File: src/rtl/dequeue_scheduler_if.sv
// Handshake bundle between the queue table, the dequeue engine and the round-robin scheduler.
// master = scheduler side, slave = queue table / engine side.
interface dequeue_scheduler_if #(
    parameter int NUM_Q      = 8,
    parameter int QID_WIDTH  = 3,
    parameter int DATA_WIDTH = 20
);
    logic [NUM_Q-1:0]            q_valid;
    logic [NUM_Q*DATA_WIDTH-1:0] q_head_ptr;
    logic                        pcp_queue_full;
    logic                        deq_start;
    logic [DATA_WIDTH-1:0]       deq_head_ptr;
    logic                        deq_done;
    logic [DATA_WIDTH-1:0]       deq_new_head;
    logic [15:0]                 deq_rd_depth;
    logic                        upd_valid;
    logic [QID_WIDTH-1:0]        upd_qid;
    logic [DATA_WIDTH-1:0]       upd_head;
    logic [15:0]                 upd_cells;
    logic                        busy;
    logic                        timeout_err;
    logic [31:0]                 grant_count;

    modport master (
        input  q_valid, q_head_ptr, pcp_queue_full, deq_done, deq_new_head, deq_rd_depth,
        output deq_start, deq_head_ptr, upd_valid, upd_qid, upd_head, upd_cells,
               busy, timeout_err, grant_count
    );

    modport slave (
        output q_valid, q_head_ptr, pcp_queue_full, deq_done, deq_new_head, deq_rd_depth,
        input  deq_start, deq_head_ptr, upd_valid, upd_qid, upd_head, upd_cells,
               busy, timeout_err, grant_count
    );
endinterface

File: src/rtl/dequeue_scheduler.sv
// Round-robin scheduler sharing one dequeue engine among NUM_Q flow queues, with a
// watchdog that aborts a dequeue whose done pulse never arrives.
module dequeue_scheduler #(
    parameter int NUM_Q      = 8,
    parameter int QID_WIDTH  = 3,
    parameter int DATA_WIDTH = 20,
    parameter int HOLDOFF    = 4,
    parameter int TIMEOUT    = 1024
) (
    input  logic                 clk,
    input  logic                 reset,
    dequeue_scheduler_if.master  bus
);
    localparam int WD_W = $clog2(TIMEOUT + 1);
    localparam int HD_W = $clog2(HOLDOFF + 1);

    localparam logic [2:0] S_IDLE    = 3'd0;
    localparam logic [2:0] S_ISSUE   = 3'd1;
    localparam logic [2:0] S_WAIT    = 3'd2;
    localparam logic [2:0] S_CAPTURE = 3'd3;
    localparam logic [2:0] S_UPDATE  = 3'd4;
    localparam logic [2:0] S_HOLD    = 3'd5;

    logic [2:0]            state;
    logic [QID_WIDTH-1:0]  rr_last;
    logic [WD_W-1:0]       wd;
    logic [HD_W-1:0]       hold_cnt;
    logic [DATA_WIDTH-1:0] head_r;
    logic [QID_WIDTH-1:0]  qid_r;
    logic [DATA_WIDTH-1:0] upd_head_r;
    logic [15:0]           cells_r;
    logic [31:0]           count_r;

    // Lowest valid index above rr_last wins; otherwise wrap to the lowest valid index.
    logic                  any_hi;
    logic [QID_WIDTH-1:0]  pick_hi, pick_lo, win_qid;
    logic [DATA_WIDTH-1:0] head_hi, head_lo, win_head;

    always_comb begin
        any_hi  = 1'b0;
        pick_hi = '0;
        pick_lo = '0;
        head_hi = '0;
        head_lo = '0;
        for (int i = NUM_Q - 1; i >= 0; i--) begin
            if (bus.q_valid[i]) begin
                pick_lo = QID_WIDTH'(i);
                head_lo = bus.q_head_ptr[i*DATA_WIDTH +: DATA_WIDTH];
                if (i > int'(rr_last)) begin
                    any_hi  = 1'b1;
                    pick_hi = QID_WIDTH'(i);
                    head_hi = bus.q_head_ptr[i*DATA_WIDTH +: DATA_WIDTH];
                end
            end
        end
        win_qid  = any_hi ? pick_hi : pick_lo;
        win_head = any_hi ? head_hi : head_lo;
    end

    wire wd_limit = (wd == WD_W'(TIMEOUT - 1));

    always_ff @(posedge clk or posedge reset) begin
        if (reset) begin
            state      <= S_IDLE;
            rr_last    <= QID_WIDTH'(NUM_Q - 1);
            wd         <= '0;
            hold_cnt   <= '0;
            head_r     <= '0;
            qid_r      <= '0;
            upd_head_r <= '0;
            cells_r    <= '0;
            count_r    <= '0;
        end else begin
            case (state)
                S_IDLE: begin
                    if (|bus.q_valid && !bus.pcp_queue_full) begin
                        rr_last <= win_qid;
                        qid_r   <= win_qid;
                        head_r  <= win_head;
                        state   <= S_ISSUE;
                    end
                end
                S_ISSUE: begin
                    wd    <= '0;
                    state <= S_WAIT;
                end
                S_WAIT: begin
                    // done takes priority over the watchdog when both land together
                    if (bus.deq_done) begin
                        cells_r <= bus.deq_rd_depth;
                        state   <= S_CAPTURE;
                    end else if (wd_limit) begin
                        state <= S_HOLD;
                    end else begin
                        wd <= wd + WD_W'(1);
                    end
                end
                S_CAPTURE: begin
                    upd_head_r <= bus.deq_new_head;
                    state      <= S_UPDATE;
                end
                S_UPDATE: begin
                    count_r <= count_r + 32'd1;
                    state   <= S_HOLD;
                end
                S_HOLD: begin
                    if (hold_cnt == HD_W'(HOLDOFF - 1)) begin
                        hold_cnt <= '0;
                        state    <= S_IDLE;
                    end else begin
                        hold_cnt <= hold_cnt + HD_W'(1);
                    end
                end
                default: state <= S_IDLE;
            endcase
        end
    end

    assign bus.deq_start    = (state == S_ISSUE);
    assign bus.deq_head_ptr = head_r;
    assign bus.upd_valid    = (state == S_UPDATE);
    assign bus.upd_qid      = qid_r;
    assign bus.upd_head     = upd_head_r;
    assign bus.upd_cells    = cells_r;
    assign bus.busy         = (state != S_IDLE);
    assign bus.timeout_err  = (state == S_WAIT) && !bus.deq_done && wd_limit;
    assign bus.grant_count  = count_r;
endmodule

File: src/flat_wrapper.sv
// flat-port wrapper written by rule: the top's interface ports become plain ports
module dequeue_scheduler_flat 
#(
    parameter int NUM_Q      = 8,
    parameter int QID_WIDTH  = 3,
    parameter int DATA_WIDTH = 20,
    parameter int HOLDOFF    = 4,
    parameter int TIMEOUT    = 1024
)
  (clk, reset, bus_q_valid, bus_q_head_ptr, bus_pcp_queue_full, bus_deq_done, bus_deq_new_head, bus_deq_rd_depth, bus_deq_start, bus_deq_head_ptr, bus_upd_valid, bus_upd_qid, bus_upd_head, bus_upd_cells, bus_busy, bus_timeout_err, bus_grant_count);
  dequeue_scheduler_if #(.NUM_Q(NUM_Q), .QID_WIDTH(QID_WIDTH), .DATA_WIDTH(DATA_WIDTH)) bus_i ();
  input  logic clk;
  input  logic reset;
  input wire logic [$bits(bus_i.q_valid)-1:0] bus_q_valid;
  input wire logic [$bits(bus_i.q_head_ptr)-1:0] bus_q_head_ptr;
  input wire logic [$bits(bus_i.pcp_queue_full)-1:0] bus_pcp_queue_full;
  input wire logic [$bits(bus_i.deq_done)-1:0] bus_deq_done;
  input wire logic [$bits(bus_i.deq_new_head)-1:0] bus_deq_new_head;
  input wire logic [$bits(bus_i.deq_rd_depth)-1:0] bus_deq_rd_depth;
  output wire logic [$bits(bus_i.deq_start)-1:0] bus_deq_start;
  output wire logic [$bits(bus_i.deq_head_ptr)-1:0] bus_deq_head_ptr;
  output wire logic [$bits(bus_i.upd_valid)-1:0] bus_upd_valid;
  output wire logic [$bits(bus_i.upd_qid)-1:0] bus_upd_qid;
  output wire logic [$bits(bus_i.upd_head)-1:0] bus_upd_head;
  output wire logic [$bits(bus_i.upd_cells)-1:0] bus_upd_cells;
  output wire logic [$bits(bus_i.busy)-1:0] bus_busy;
  output wire logic [$bits(bus_i.timeout_err)-1:0] bus_timeout_err;
  output wire logic [$bits(bus_i.grant_count)-1:0] bus_grant_count;
  assign bus_i.q_valid = bus_q_valid;
  assign bus_i.q_head_ptr = bus_q_head_ptr;
  assign bus_i.pcp_queue_full = bus_pcp_queue_full;
  assign bus_i.deq_done = bus_deq_done;
  assign bus_i.deq_new_head = bus_deq_new_head;
  assign bus_i.deq_rd_depth = bus_deq_rd_depth;
  assign bus_deq_start = bus_i.deq_start;
  assign bus_deq_head_ptr = bus_i.deq_head_ptr;
  assign bus_upd_valid = bus_i.upd_valid;
  assign bus_upd_qid = bus_i.upd_qid;
  assign bus_upd_head = bus_i.upd_head;
  assign bus_upd_cells = bus_i.upd_cells;
  assign bus_busy = bus_i.busy;
  assign bus_timeout_err = bus_i.timeout_err;
  assign bus_grant_count = bus_i.grant_count;
  dequeue_scheduler #(.NUM_Q(NUM_Q), .QID_WIDTH(QID_WIDTH), .DATA_WIDTH(DATA_WIDTH), .HOLDOFF(HOLDOFF), .TIMEOUT(TIMEOUT)) u_core (.clk(clk), .reset(reset), .bus(bus_i));
endmodule
File: config.mk
export PLATFORM = sky130hd
export DESIGN_NAME = dequeue_scheduler_flat
export DESIGN_NICKNAME = d
export VERILOG_FILES = /design/src/rtl/dequeue_scheduler_if.sv /design/src/rtl/dequeue_scheduler.sv /design/src/flat_wrapper.sv
export SDC_FILE = /design/constraint.sdc
export NUM_CORES = 1
export LEC_CHECK = 0
export ABC_AREA = 0
export ABC_CLOCK_PERIOD_IN_PS = 3300
export CORE_AREA = 4 4 144 146
export DETAILED_ROUTE_END_ITERATION = 10
export DIE_AREA = 0 0 148 150
export PLACE_DENSITY = 0.72
export SYNTH_ARGS = -nofsm -noshare
export SYNTH_HDL_FRONTEND = slang
export SYNTH_SLANG_ARGS = --single-unit
File: constraint.sdc
create_clock -name clk -period 3.3 [get_ports clk]
set_input_delay 0.33 -clock clk [delete_from_list [all_inputs] [get_ports clk]]
set_output_delay 0.33 -clock clk [all_outputs]
set_load 0.005 [all_outputs]
* Word-level counts from Yosys, hierarchy flattened *
Index checks and enable logic that the tools add are counted.

operators by class
  add/subtract/negate cells = 3
  order comparisons = 7
  equality and inequality tests = 12
  muxes and demuxes = 69
  reductions and logical operators = 13

operators by type and width
  kind                     count
  $mux W20                 23
  $mux W3                  28
  $add A32 B1 Y32 const B  1
  $mux W11                 2
  $pmux W11 S2             1
  $pmux W3 S6              1
  $mux W1                  14
  $gt A3 B3 Y1 const A     4
  $add A11 B1 Y11 const B  1
  $eq A11 B10 Y1 const B   1
  $eq A3 B2 Y1 const B     3
  $reduce_or A8 Y1         1
  $eq A3 B3 Y1 const B     2
  $gt A2 B3 Y1 const A     2
  $reduce_and A3 Y1        2
  $ne A2 B1 Y1 const B     2
  $ne A2 B2 Y1 const B     2
  $reduce_and A2 Y1        2
  $add A3 B1 Y3 const B    1
  $eq A3 B1 Y1 const B     1
  $gt A1 B3 Y1 const A     1
  $logic_and A1 B1 Y1      3
  $logic_not A3 Y1         1
  $ne A3 B2 Y1 const B     1
  3 further kinds          4

word-level totals
  bits in registers = 111
  bits of input ports = 208
  output and inout bits = 95
  logic and storage cells = 113

* Depth between registers and ports, before layout *
  depth after elaboration = 16
  mapped depth = 10
  depth with buffers taken out = 7

* Worst setup path before layout *
OpenSTA, ideal clock, no wires.

  kind = reg-to-reg
  start point = register u_core.rr_last[0]
  end point = register u_core.head_r[12], in the netlist u_core.bus.deq_head_ptr[12]
  setup time = 82 ps
  arrival = 2,149 ps
  data required time = 3,218 ps
  path slack = 1,069 ps
  cell stages (with the launch flop) = 10
  buffers on the path = 3
  clock period less this slack = 2,231 ps
  cells stage by stage = dfstp_2 > clkbuf_1 > o21ai_1 > o21ai_1 > nand2b_1 > clkbuf_1 > or2_1 > clkbuf_1 > or3_1 > a31oi_1

on the way
  cells in the longest elaborated chain, start to end = 16
  elaborated cells on any way between the ends = 36
  classes of those cells = 7 x order compare; 29 x mux

ends and longest elaborated chain
  what                                        RTL line                 RTL
  from (decl)                                 dequeue_scheduler.sv:25  logic [QID_WIDTH-1:0] rr_last;
  from (signal assigned)                      dequeue_scheduler.sv:65  rr_last <= QID_WIDTH'(NUM_Q - 1);
  from (signal assigned)                      dequeue_scheduler.sv:77  rr_last <= win_qid;
  $gt A3 B3 Y1                                dequeue_scheduler.sv:49  if (i > int'(rr_last)) begin
  $mux W20 / $mux W1 (equally long branches)  dequeue_scheduler.sv:49
  $mux W20 / $mux W1 (equally long branches)  dequeue_scheduler.sv:46  if (bus.q_valid[i]) begin
  $mux W20 / $mux W1 (equally long branches)  dequeue_scheduler.sv:49
  $mux W20 / $mux W1 (equally long branches)  dequeue_scheduler.sv:46
  $mux W20 / $mux W1 (equally long branches)  dequeue_scheduler.sv:49
  $mux W20 / $mux W1 (equally long branches)  dequeue_scheduler.sv:46
  $mux W20 / $mux W1 (equally long branches)  dequeue_scheduler.sv:49
  $mux W20 / $mux W1 (equally long branches)  dequeue_scheduler.sv:46
  $mux W20 / $mux W1 (equally long branches)  dequeue_scheduler.sv:49
  $mux W20 / $mux W1 (equally long branches)  dequeue_scheduler.sv:46
  $mux W20 / $mux W1 (equally long branches)  dequeue_scheduler.sv:49
  $mux W20 / $mux W1 (equally long branches)  dequeue_scheduler.sv:46
  $mux W20 / $mux W1 (equally long branches)  dequeue_scheduler.sv:49
  $mux W20 / $mux W1 (equally long branches)  dequeue_scheduler.sv:46
  $mux W20 (*)                                dequeue_scheduler.sv:57  win_head = any_hi ? head_hi : head_lo;
  to (signal assigned)                        dequeue_scheduler.sv:79  head_r <= win_head;
  to (decl)                                   dequeue_scheduler.sv:28  logic [DATA_WIDTH-1:0] head_r;

Every way passes the cells marked *; elsewhere a longest branch is shown, timed or not.
A chain may end at the register's enable or synchronous reset.

* Worst setup path after layout *
  start point = register u_core.rr_last[2]
  end point = register u_core.head_r[16], in the netlist u_core.bus.deq_head_ptr[16]

The elaborated chain is that of the path after synthesis.

==> flow_metrics.py <==
metrics = {
    "worst_setup_path": {
        "cp_num_buf_inv": 1,
        "crit_path_class": "flip-flop to flip-flop",
        "critical_path.slowest_cell": "sky130_fd_sc_hd__dfstp_2",
        "most_common_cell_on_crit_path": "sky130_fd_sc_hd__o21ai_1",
        "worst_ep_arrival_time_ns": 3.02,
        "worst_setup_path_start_kind": "flip-flop",
        "critical_path.max_fanout": 21,
        "reg2reg_path_depth": 7,
        "crit_family": "simple AND/OR/NAND/NOR gates",
        "critical_path.cell_chain": "o21ai_1 > o21ai_1 > nand2b_1 > buf_4 > or2_1 > or3_1 > a31oi_1",
        "cp.depth": 7,
        "cp_slowest_stage_delay_ns": 0.83,
        "cp-end-kind": "flip-flop",
        "required_ns": 3.56,
    },
    "global_route": {
        "grt_use_met3_pct": 4.85,
        "initial_antenna_violation_count": 0,
        "gr-max-usage-layer": "met2",
        "grt_max_degree": 81,
        "global_route.usage.met2_pct": 42.3,
        "grt_pass1_vias": 8078,
        "gr-usage-met1_pct": 33.7,
        "gr-usage-all-layers_pct": 25.5,
        "grt_overflow_total": 0,
        "global_route_wire_length_before_repair_microns": 45100,
    },
    "synth": {
        "yosys_most_used_dff": "sky130_fd_sc_hd__dfrtp_1",
        "synth.top_cells.by_area": "sky130_fd_sc_hd__dfrtp_1 (35%), sky130_fd_sc_hd__mux2_2 (5.5%), sky130_fd_sc_hd__nand2_1 (5.4%), sky130_fd_sc_hd__a21oi_1 (4.5%), sky130_fd_sc_hd__o21ai_0 (4.3%)",
        "total_nets_after_synthesis": 1128,
        "synthesis.area_per_instance_sq_um": 8.32,
        "synth_largest_area_cell": "sky130_fd_sc_hd__dfrtp_1",
        "synth-seq-cells": 111,
        "synth_edf_count": 0,
        "syn-cell-area_sq_mm": 0.00763,
        "ys_seq_area_share_pct": 36.5,
        "synth-async-reset-ratio_pct": 100,
        "yosys.area.top_type_share_pct": 35.4,
        "post_synth_inst_count": 917,
        "synth_cell_types": 65,
        "ys_warn_count": 0,
    },
    "drt": {
        "post_route_drc": 0,
        "drtAntennaViolNets": 0,
        "avgViaCountPerCell": 5.68,
        "wire_per_inst_microns": 20.2,
        "vias_after_detailed_routing": 8292,
        "drtIter0Drc": 768,
        "dr.pass1.iters": 5,
        "routed_wl_microns": 29500,
    },
    "pwr": {
        "pwr-share-clk_pct": 15.6,
        "switchingPower_mw": 2.60,
        "vdd_drop_max_v": 0.000375,
        "seqPwrFrac_pct": 32.0,
        "sw_frac_of_total_pct": 37.6,
        "leakagePower_nw": 4.45,
        "combinationalPowerShare_pct": 52.3,
        "p_int_mw": 4.31,
        "power.density_mw_per_mm2": 613,
    },
    "clocking": {
        "tritoncts.num_buffers": 9,
        "post_cts_resize_count": 0,
        "post_cts_buffers": 0,
        "clock-root-buffer": "sky130_fd_sc_hd__clkbuf_16",
        "cts-htree-levels": 3,
        "ctsLongestPathBuffers": 2,
        "clock_latency_ns": 0.34,
        "cts_hold_buffers": 0,
        "tritoncts_num_sinks": 111,
        "clock_tree_from_tritoncts": "yes",
        "clock_input_transition_at_the_sequential_cells_of_the_worst_setup_and_hold_paths_ns": 0.07,
    },
    "final_layout": {
        "post_route_cells_drive_above_1_share_pct": 9.21,
        "fin_cells": 1460,
        "diodes": 0,
        "layout.nets": 1401,
        "area_growth_pct": 47.6,
        "num-fill-cells": 1809,
    },
    "timing": {
        "setup_repair_after_global_routing_missed_its_margin": "no",
        "tns_ns": 0,
        "clock-skew-final_ns": 0.00593,
        "worst_slew_pin_slew_ns": 0.993,
        "worst_path_setup_slack_after_routing_ns": 0.542,
        "finalSetupViolations": 0,
        "max_freq_mhz": 363,
        "drv_slew": 0,
        "final-hold-violation-count": 0,
        "finalCritPeriodShare_pct": 83.6,
        "timing.max_slew.rel_slack_pct": 33.6,
        "finalWorstPathRequiredPeriod_ns": 2.76,
        "holdWs_ns": 0.340,
    },
    "hold_path": {
        "timing.hold.worst.class": "input pin to asynchronous set/reset pin",
    },
    "place": {
        "port-buffer-count": 302,
        "dp_hpwl_microns": 24200,
        "placed_cells_incl_taps": 1444,
        "gp_congestion": 0.956,
        "preCtsSetupSlack_ns": 0.564,
    },
    "floorplanning": {
        "boundaryPins": 303,
        "initial_utilization_pct": 39.3,
        "width_of_the_die_microns": 148,
        "coreArea_sq_mm": 0.0194,
        "dieArea_sq_mm": 0.0222,
        "floorplan.rows": 51,
        "fp.dieH_microns": 150,
    },
    "job": {
        "cap_violations": 0,
    },
    "outcome": {
        "outcome": "complete, no violations",
    },
}
kinds of logic (layout without fill, tap and decap cells):
logic type               Yosys count  in the layout  share of synthesized area (%)
AO/OA/AOI/OAI                    315            315                           27.2
XOR/XNOR                          36             36                           4.13
adder cells (fa/ha/maj)            3              3                          0.492
buffers and inverters             94            372                           4.79
flip-flops                       111            111                           36.5
multiplexers                      44             44                           6.38
AND/OR/NAND/NOR                  314            314                           20.6
layout make-up:
class,count,area [sq um],share of cell area [%]
Sequential cell,111,2780,24.7
Inverter,20,77.6,0.689
Tap cell,265,332,2.94
Clock buffer,10,229,2.03
Multi-Input combinational cell,712,4480,39.8
Timing Repair Buffer,336,3290,29.2
Clock inverter,6,71.3,0.633
worst paths after layout:
check / end / slack, ns / startpoint
max in group asynchronous: u_core.rr_last[2] / 2.19 / reset
setup reg to reg: u_core.bus.deq_head_ptr[16] / 0.54 / u_core.rr_last[2]
hold reg to reg: u_core.bus.grant_count[31] / 0.49 / u_core.bus.grant_count[31]
setup / recovery: u_core.bus.deq_head_ptr[16] / 0.54 / u_core.rr_last[2]
min in group clk: u_core.bus.grant_count[31] / 0.49 / u_core.bus.grant_count[31]
hold / removal: u_core.bus.grant_count[25] / 0.34 / reset
cells in the mapped netlist, drive strengths merged, types with 13 or more instances:
master / instances
nor3: 14
clkbuf: 64
inv: 18
o221ai: 25
nor3b: 13
nand2: 109
a21oi: 68
nand3: 25
dfrtp: 108
nor2: 60
o211ai: 17
mux2: 37
a31oi: 36
a221oi: 18
o21ai: 69
xnor2: 25
nor2b: 24
sequential cells by signal, indices dropped and copies added (netlist names):
signal	count
u_core.bus.deq_head_ptr	20
u_core.bus.grant_count	32
u_core.bus.upd_cells	16
u_core.bus.upd_head	20
u_core.bus.upd_qid	3
u_core.hold_cnt	3
u_core.rr_last	3
u_core.state	3
u_core.wd	11
layout by cell type (no fill, tap or decap), types with 5 or more instances in the layout:
cell,instances
sky130_fd_sc_hd__o22ai_1,12
sky130_fd_sc_hd__nor2_1,56
sky130_fd_sc_hd__or3_1,9
sky130_fd_sc_hd__a31oi_1,36
sky130_fd_sc_hd__nor3b_1,11
sky130_fd_sc_hd__clkbuf_16,9
sky130_fd_sc_hd__o221ai_1,25
sky130_fd_sc_hd__nand4_1,9
sky130_fd_sc_hd__o21bai_1,7
sky130_fd_sc_hd__nand2b_1,11
sky130_fd_sc_hd__nor2b_1,24
sky130_fd_sc_hd__nand3_1,25
sky130_fd_sc_hd__xor2_1,11
sky130_fd_sc_hd__mux2i_1,7
sky130_fd_sc_hd__nor3_1,14
sky130_fd_sc_hd__nor4_1,5
sky130_fd_sc_hd__xnor2_1,25
sky130_fd_sc_hd__a22oi_1,9
sky130_fd_sc_hd__a221o_1,9
sky130_fd_sc_hd__buf_4,33
sky130_fd_sc_hd__o21ai_0,66
sky130_fd_sc_hd__nand3b_1,7
sky130_fd_sc_hd__nand2_1,109
sky130_fd_sc_hd__dfrtp_1,108
sky130_fd_sc_hd__and3_1,8
sky130_fd_sc_hd__or2_2,8
sky130_fd_sc_hd__o211ai_1,17
sky130_fd_sc_hd__mux2_2,37
sky130_fd_sc_hd__a221oi_1,18
sky130_fd_sc_hd__a21oi_1,68
sky130_fd_sc_hd__clkdlybuf4s50_1,302
sky130_fd_sc_hd__inv_1,16
sky130_fd_sc_hd__a21o_1,9
stage by stage:
stage,instance area [sq um],util [%],power [mW]
finish,11300,58.1,6.91
detailed placement,11000,56.5,5.83
CTS,11300,58.1,6.93
global route,11300,58.1,7.35
global placement,11000,56.5,5.79
floorplan,7630,-,3.98
power by group through the flow:
stage                     combinational [mW]  sequential, mW  clock, mW
after CTS                               3.61            2.21       1.11
after global placement                  3.57            2.21          0
after detailed placement                3.59            2.24          0
final                                   3.62            2.21       1.08
after floorplan                         1.85            2.13          0
after global routing                    3.90            2.29       1.16
metal layers:
metal / up-vias / wire (microns) / share of wire [%]
li1: 3937 / - / -
met1: 3862 / 12300 / 42
met2: 444 / 14000 / 48
met3: 49 / 2430 / 8.2
met4: 0 / 779 / 2.6
met5: - / 0 / 0
Power figures use the tool's default switching activity.
